--- config.mk ---
export PLATFORM = sky130hd
export DESIGN_NAME = fusion_src_gen
export DESIGN_NICKNAME = d
export VERILOG_FILES = /design/src/rtl/fusion_pkg.sv /design/src/rtl/fusion_src_dly.sv /design/src/rtl/fusion_src_gen.sv
export SDC_FILE = /design/constraint.sdc
export NUM_CORES = 1
export LEC_CHECK = 0
export CAP_MARGIN = 20
export CORE_MARGIN = 5
export CORE_UTILIZATION = 50
export CTS_CLUSTER_DIAMETER = 50
export DETAILED_ROUTE_END_ITERATION = 12
export PLACE_DENSITY = 0.76
export SYNTH_ARGS = -nofsm -noshare
export SYNTH_HDL_FRONTEND = slang
export SYNTH_SLANG_ARGS = --single-unit
--- constraint.sdc ---
create_clock -name clk -period 2.3 [get_ports clk]
set_clock_uncertainty 0.2 [all_clocks]
set_input_delay 0.46 -clock clk [delete_from_list [all_inputs] [get_ports clk]]
set_output_delay 0.46 -clock clk [all_outputs]
set_load 0.01 [all_outputs]
--- src/rtl/fusion_pkg.sv ---
// Shared encodings for the fusion test-pattern source: FSM states,
// pattern codes and the colour-bar palette.
package fusion_pkg;

  typedef enum logic [1:0] {
    ST_IDLE  = 2'd0,
    ST_RUN   = 2'd1,
    ST_DRAIN = 2'd2
  } state_t;

  localparam logic [1:0] PAT_BARS  = 2'd0;
  localparam logic [1:0] PAT_HRAMP = 2'd1;
  localparam logic [1:0] PAT_VRAMP = 2'd2;
  localparam logic [1:0] PAT_CHECK = 2'd3;

  localparam logic [23:0] BAR_COLOR [8] = '{
    24'hFFFFFF, 24'hFFFF00, 24'h00FFFF, 24'h00FF00,
    24'hFF00FF, 24'hFF0000, 24'h0000FF, 24'h000000
  };

endpackage

--- src/rtl/fusion_src_dly.sv ---
// Register line for the {valid, data} bundle of channel 2; DEPTH=0 is a
// plain wire.
module fusion_src_dly #(
  parameter int unsigned DEPTH = 0
) (
  input  logic        clk,
  input  logic        rst_n,
  input  logic [24:0] din,
  output logic [24:0] dout
);

  generate
    if (DEPTH == 0) begin : g_pass
      // clock and reset have no loads in the pass-through case
      logic unused_clk_rst;
      assign unused_clk_rst = clk & rst_n;
      assign dout = din;
    end else begin : g_line
      logic [24:0] stage [DEPTH];

      always_ff @(posedge clk or negedge rst_n) begin
        if (!rst_n) begin
          for (int unsigned i = 0; i < DEPTH; i++) stage[i] <= '0;
        end else begin
          stage[0] <= din;
          for (int unsigned i = 1; i < DEPTH; i++) stage[i] <= stage[i-1];
        end
      end

      assign dout = stage[DEPTH-1];
    end
  endgenerate

endmodule

--- src/rtl/fusion_src_gen.sv ---
// Dual-channel RGB888 pattern source feeding the weighted-fusion path:
// frame timing, four test patterns, ch2 complement/skew and move_r strobe.
module fusion_src_gen
  import fusion_pkg::*;
#(
  parameter int H_ACTIVE = 1280,
  parameter int H_BLANK  = 370,
  parameter int V_ACTIVE = 720,
  parameter int V_BLANK  = 30,
  parameter int CH2_DLY  = 0
) (
  input  logic        clk,
  input  logic        rst_n,
  input  logic        enable,
  input  logic [1:0]  pattern_sel,
  input  logic        shift_req,
  output logic [23:0] ch1_data,
  output logic        ch1_valid,
  output logic [23:0] ch2_data,
  output logic        ch2_valid,
  output logic        move_r,
  output logic        sof,
  output logic        busy
);

  localparam int H_TOT = H_ACTIVE + H_BLANK;
  localparam int V_TOT = V_ACTIVE + V_BLANK;
  localparam int H_W   = $clog2(H_TOT);
  localparam int V_W   = $clog2(V_TOT);
  localparam int BAR_W = H_ACTIVE / 8;
  localparam int B_W   = $clog2(BAR_W + 1);

  localparam logic [H_W-1:0] H_LAST = H_W'(H_TOT - 1);
  localparam logic [H_W-1:0] H_ACT  = H_W'(H_ACTIVE);
  localparam logic [V_W-1:0] V_LAST = V_W'(V_TOT - 1);
  localparam logic [V_W-1:0] V_ACT  = V_W'(V_ACTIVE);
  localparam logic [B_W-1:0] B_LAST = B_W'(BAR_W - 1);

  state_t          state, state_nx;
  logic [H_W-1:0]  h_cnt;
  logic [V_W-1:0]  v_cnt;
  logic [B_W-1:0]  bar_px;
  logic [2:0]      bar_idx;
  logic [1:0]      pat;
  logic            pend;
  logic            run, latch_pat;
  logic            line_end, frame_end, active, fire;
  logic [7:0]      x8, y8;
  logic [23:0]     pix;
  logic [24:0]     dly_in, dly_out;

  assign line_end  = (h_cnt == H_LAST);
  assign frame_end = line_end && (v_cnt == V_LAST);
  assign active    = run && (h_cnt < H_ACT) && (v_cnt < V_ACT);
  assign fire      = run && (h_cnt == H_ACT) && pend;

  always_ff @(posedge clk or negedge rst_n) begin
    if (!rst_n) state <= ST_IDLE;
    else        state <= state_nx;
  end

  always_comb begin
    state_nx = state;
    unique case (state)
      ST_IDLE:  if (enable) state_nx = ST_RUN;
      ST_RUN: begin
        if (frame_end)    state_nx = enable ? ST_RUN : ST_IDLE;
        else if (!enable) state_nx = ST_DRAIN;
      end
      ST_DRAIN: if (frame_end) state_nx = ST_IDLE;
      default:  state_nx = ST_IDLE;
    endcase
  end

  always_comb begin
    run       = (state == ST_RUN) || (state == ST_DRAIN);
    busy      = run;
    latch_pat = enable && ((state == ST_IDLE) || ((state == ST_RUN) && frame_end));
  end

  // Bar position tracked alongside h_cnt so no divide by H_ACTIVE/8 is needed.
  always_ff @(posedge clk or negedge rst_n) begin
    if (!rst_n) begin
      h_cnt   <= '0;
      v_cnt   <= '0;
      bar_px  <= '0;
      bar_idx <= '0;
    end else if (!run) begin
      h_cnt   <= '0;
      v_cnt   <= '0;
      bar_px  <= '0;
      bar_idx <= '0;
    end else if (line_end) begin
      h_cnt   <= '0;
      v_cnt   <= (v_cnt == V_LAST) ? '0 : v_cnt + V_W'(1);
      bar_px  <= '0;
      bar_idx <= '0;
    end else begin
      h_cnt <= h_cnt + H_W'(1);
      if (h_cnt < H_ACT) begin
        if (bar_px == B_LAST) begin
          bar_px  <= '0;
          bar_idx <= bar_idx + 3'd1;
        end else begin
          bar_px  <= bar_px + B_W'(1);
        end
      end
    end
  end

  assign x8 = 8'(h_cnt);
  assign y8 = 8'(v_cnt);

  always_comb begin
    pix = '0;
    unique case (pat)
      PAT_BARS:  pix = BAR_COLOR[bar_idx];
      PAT_HRAMP: pix = {x8, x8, x8};
      PAT_VRAMP: pix = {y8, y8, y8};
      PAT_CHECK: pix = (x8[3] ^ y8[3]) ? 24'hFFFFFF : 24'h000000;
      default:   pix = '0;
    endcase
  end

  always_ff @(posedge clk or negedge rst_n) begin
    if (!rst_n) begin
      pat       <= PAT_BARS;
      pend      <= 1'b0;
      move_r    <= 1'b0;
      ch1_valid <= 1'b0;
      ch1_data  <= '0;
      sof       <= 1'b0;
    end else begin
      if (latch_pat) pat <= pattern_sel;
      pend      <= (pend && !fire) || shift_req;
      move_r    <= fire;
      ch1_valid <= active;
      ch1_data  <= active ? pix : '0;
      sof       <= active && (h_cnt == '0) && (v_cnt == '0);
    end
  end

  // Complement only real pixels so ch2 stays all-zero while ch1 is idle.
  assign dly_in = {ch1_valid, ch1_valid ? ~ch1_data : 24'h000000};

  fusion_src_dly #(
    .DEPTH(CH2_DLY)
  ) u_dly (
    .clk  (clk),
    .rst_n(rst_n),
    .din  (dly_in),
    .dout (dly_out)
  );

  assign ch2_valid = dly_out[24];
  assign ch2_data  = dly_out[23:0];

endmodule

==> run_results.csv <==
group,metric,value,unit
clock_tree,cts_tree,"built",
finish,final_layout_size_suffix_gt1_share,9.48,%
clock_tree,cts_root_buffer,"clkbuf_8",
sta,hold_viol_final,0,
power,ir_drop,0.885,mV
place,dp_slack,0.164,ns
sta,slew_viol_final,0,
synthesis,ys_top_cells_by_area,"dfrtp_1 47%, nor2b_1 5.1%, ha_1 4.0%, and2_1 3.9%, nor2_1 3.3%",
synthesis,synth_top_area_share,47.0,%
synthesis,synth_compound_area_share,9.96,%
worst_setup_path,crit_fanout,26,
finish,nFillCells,547,
worst_setup_path,reg2reg_slack,0.20,ns
floorplanning,die_x,92.5,um
worst_setup_path,cp.arrival,1.57,ns
outcome,outcome,"complete, no violations",
floorplanning,core,6720,sq um
drt,wl_per_cell,14.9,um
synthesis,syn-cell-area,3410,sq um
synthesis,synth_cells,349,
synthesis,synth_top_family_by_area,"simple AND/OR/NAND/NOR gates",
synthesis,yosysWarnings,0,
clock_tree,clk_latency,0.34,ns
sta,finalSetupViolCount,0,
synthesis,yosys.area_share.simple,27.9,%
drt,ant_nets,0,
finish,final_cells,502,
power,p_leak,1.87,nW
place,port_buffers,58,
synthesis,synth_xor_area_share,4.37,%
drt,routed_wl,7460,um
hold_path,hp-class,"register to register",
place,gp_congestion,0.893,
place,dp_cells,484,
sta,fin_crit,2.23,ns
clock_tree,cts.sinks,64,
drt,drt_iter0_drc,196,
power,power.density,1180,nW/um^2
sta,fin_crit_sh,97.0,%
synthesis,synth_nets,366,
synthesis,synth.avg_cell_area,9.76,sq um
synthesis,ys_ff_latch,64,
drt,drc,0,
worst_setup_path,cp.required,1.64,ns
place,dpl.hpwl,5410,um
sta,tightestPinTransition,0.492,ns
floorplanning,die_area,8560,sq um
drt,vias,2733,
worst_setup_path,cp-end-kind,"output pin",
floorplanning,fp-row-count,30,
sta,fmax,448,MHz
flow_run,drv_cap,0,
drt,vias_per_cell,5.44,
synthesis,synth_cell_types,49,
finish,fin_nets,434,
power,power.total,5.12,mW
global_routing,grt_pass1_vias,2610,
synthesis,synth-seq-area-share,47.0,%
synthesis,synth-edff-count,0,
sta,worst_slack,0.0699,ns
clock_tree,clk_path_buf_depth,2,
sta,slew_headroom,67.2,%
worst_setup_path,critical_path.startpoint_type,"register",
clock_tree,htreeDepth,3,
global_routing,overflow,0,
global_routing,grt_max_degree,65,
floorplanning,initial_core_util,50.7,%
synthesis,async_flop_share,100,%
clock_tree,cts_inserted_buffers,9,
global_routing,grt_use_total,18.3,%
clock_tree,path_clk_slew,0.07,ns
finish,n_antenna_cell,0,
finish,area_growth,27.1,%
floorplanning,fp.dieH,92.5,um
global_routing,grt_pass1_wl,12500,um
synthesis,synth_fa_ha_area_share,4.04,%
synthesis,synthMuxAreaShare,3.01,%
global_routing,antenna_found_initial,0,
worst_setup_path,worstSetupPathType,"register to output pin",
floorplanning,io_pins,59,
synthesis,synth_top_area_cell,"dfrtp_1",
synthesis,synthFlopType,"dfrtp_1",
drt,drt_pass1_iterations,4,
[cell type report]
cell class / instances / area (sq um) / area share [%]
Multi-Input combinational cell: 256 / 1680 / 38.8
Sequential cell: 64 / 1600 / 37.0
Timing Repair Buffer: 70 / 686 / 15.8
Clock buffer: 13 / 179 / 4.13
Tap cell: 80 / 100 / 2.31
Inverter: 16 / 60.1 / 1.39
Clock inverter: 3 / 23.8 / 0.549
[worst max-delay path, cell delays in order, from the launching register on]
cell	delay, ns
dfrtp_1	0.35
buf_6	0.17
nor2b_1	0.17
clkdlybuf4s50_1	0.55
[cell families (layout without fill, tap and decap cells)]
| logic type | after synthesis | in the layout |
|---|---|---|
| compound gates | 51 | 51 |
| fa+ha+maj | 11 | 11 |
| xor+xnor | 17 | 17 |
| simple gates | 167 | 167 |
| buf+inv | 29 | 102 |
| mux | 10 | 10 |
| flops | 64 | 64 |
[final timing paths]
kind	startpoint	to	depth (start not counted)
worst max-delay path	ch1_valid$_DFF_PN0_	ch2_data[19]	3
worst min-delay path	pend$_DFF_PN0_	move_r$_DFF_PN0_	2
worst max register to register	h_cnt[1]$_DFF_PN0_	pat[0]$_DFFE_PN0P_	6
worst min register to register	pend$_DFF_PN0_	move_r$_DFF_PN0_	2
max in group asynchronous	rst_n	ch1_data[4]$_DFF_PN0_	3
min in group asynchronous	rst_n	sof$_DFF_PN0_	3
[layer usage]
layer,track usage (%),vias to the layer above,wire (um)
met3,5.04,13,542
met5,0,-,0
met4,7.67,0,148
met1,23.4,1292,3330
li1,-,1343,-
met2,29.1,85,3440
[state kept, by name, summed over array words and instances, names as in the netlist, 2 cells and up]
register and flops:
bar_idx 3, bar_px 8, ch1_data 24, h_cnt 11, pat 2, state 2, v_cnt 10
[Yosys cell counts, types with 2 or more instances]
| cell | count |
|---|---|
| dfrtp_1 | 64 |
| nor2_1 | 30 |
| nor2b_1 | 28 |
| and2_1 | 21 |
| nand3_1 | 18 |
| a21oi_1 | 17 |
| nand2_1 | 17 |
| inv_1 | 16 |
| and3_1 | 11 |
| ha_1 | 11 |
| nand4_1 | 10 |
| xor2_1 | 9 |
| mux2i_1 | 8 |
| o21ai_0 | 8 |
| xnor2_1 | 8 |
| nor3_1 | 6 |
| o22ai_1 | 6 |
| buf_2 | 5 |
| nand2b_1 | 4 |
| nor4_1 | 4 |
| a31oi_1 | 3 |
| buf_4 | 3 |
| clkbuf_1 | 3 |
| o21ai_1 | 3 |
| or3_1 | 3 |
| or4_1 | 3 |
| a211oi_2 | 2 |
| buf_1 | 2 |
| mux2_2 | 2 |
| nand3_2 | 2 |
| nor4b_1 | 2 |
| o211ai_1 | 2 |
| o2bb2ai_1 | 2 |
[power by group]
group	leakage (nW)	internal, mW	switching, mW
sequential	0.857	1.36	0.201
combinational	0.916	1.33	1.29
clock	0.0979	0.511	0.430
[stage by stage]
stage / utilization (%) / cell area [sq um] / hold slack [ns] / TNS [ns]
after floorplan: - / 3410 / -0.0356 / 0
after global placement: 61.1 / 4100 / 0.289 / 0
after detailed placement: 61.1 / 4100 / 0.305 / 0
after CTS: 64.3 / 4320 / 0.313 / 0
after global routing: 64.4 / 4330 / 0.349 / -0.00988
final: 64.4 / 4330 / 0.308 / 0
[layout by cell type (no fill, tap or decap), types with 3 or more instances in the layout]
master and instances:
nor2b_1 28, o22ai_1 6, or4_1 3, clkdlybuf4s50_1 55, dfrtp_1 64, nand3_1 18, and3_1 11, o21ai_0 8
xor2_1 9, mux2i_1 8, nand4_1 10, buf_4 9, nand2b_1 4, or3_1 3, a31oi_1 3, ha_1 11
nor2_1 30, clkbuf_8 13, nand2_1 17, and2_1 21, inv_1 16, xnor2_1 8, nor3_1 6, o21ai_1 3
a21oi_1 17, nor4_1 4
[timing repair]
action | in CTS | in global routing
hold buffers | 1 | 0
endpoints found under the hold margin | 64 | 0
gates resized for setup | 1 | 2
endpoints found under the setup margin | 1 | 18
buffers inserted | 1 | 0
Note: power is estimated with default switching activity, not from simulation.
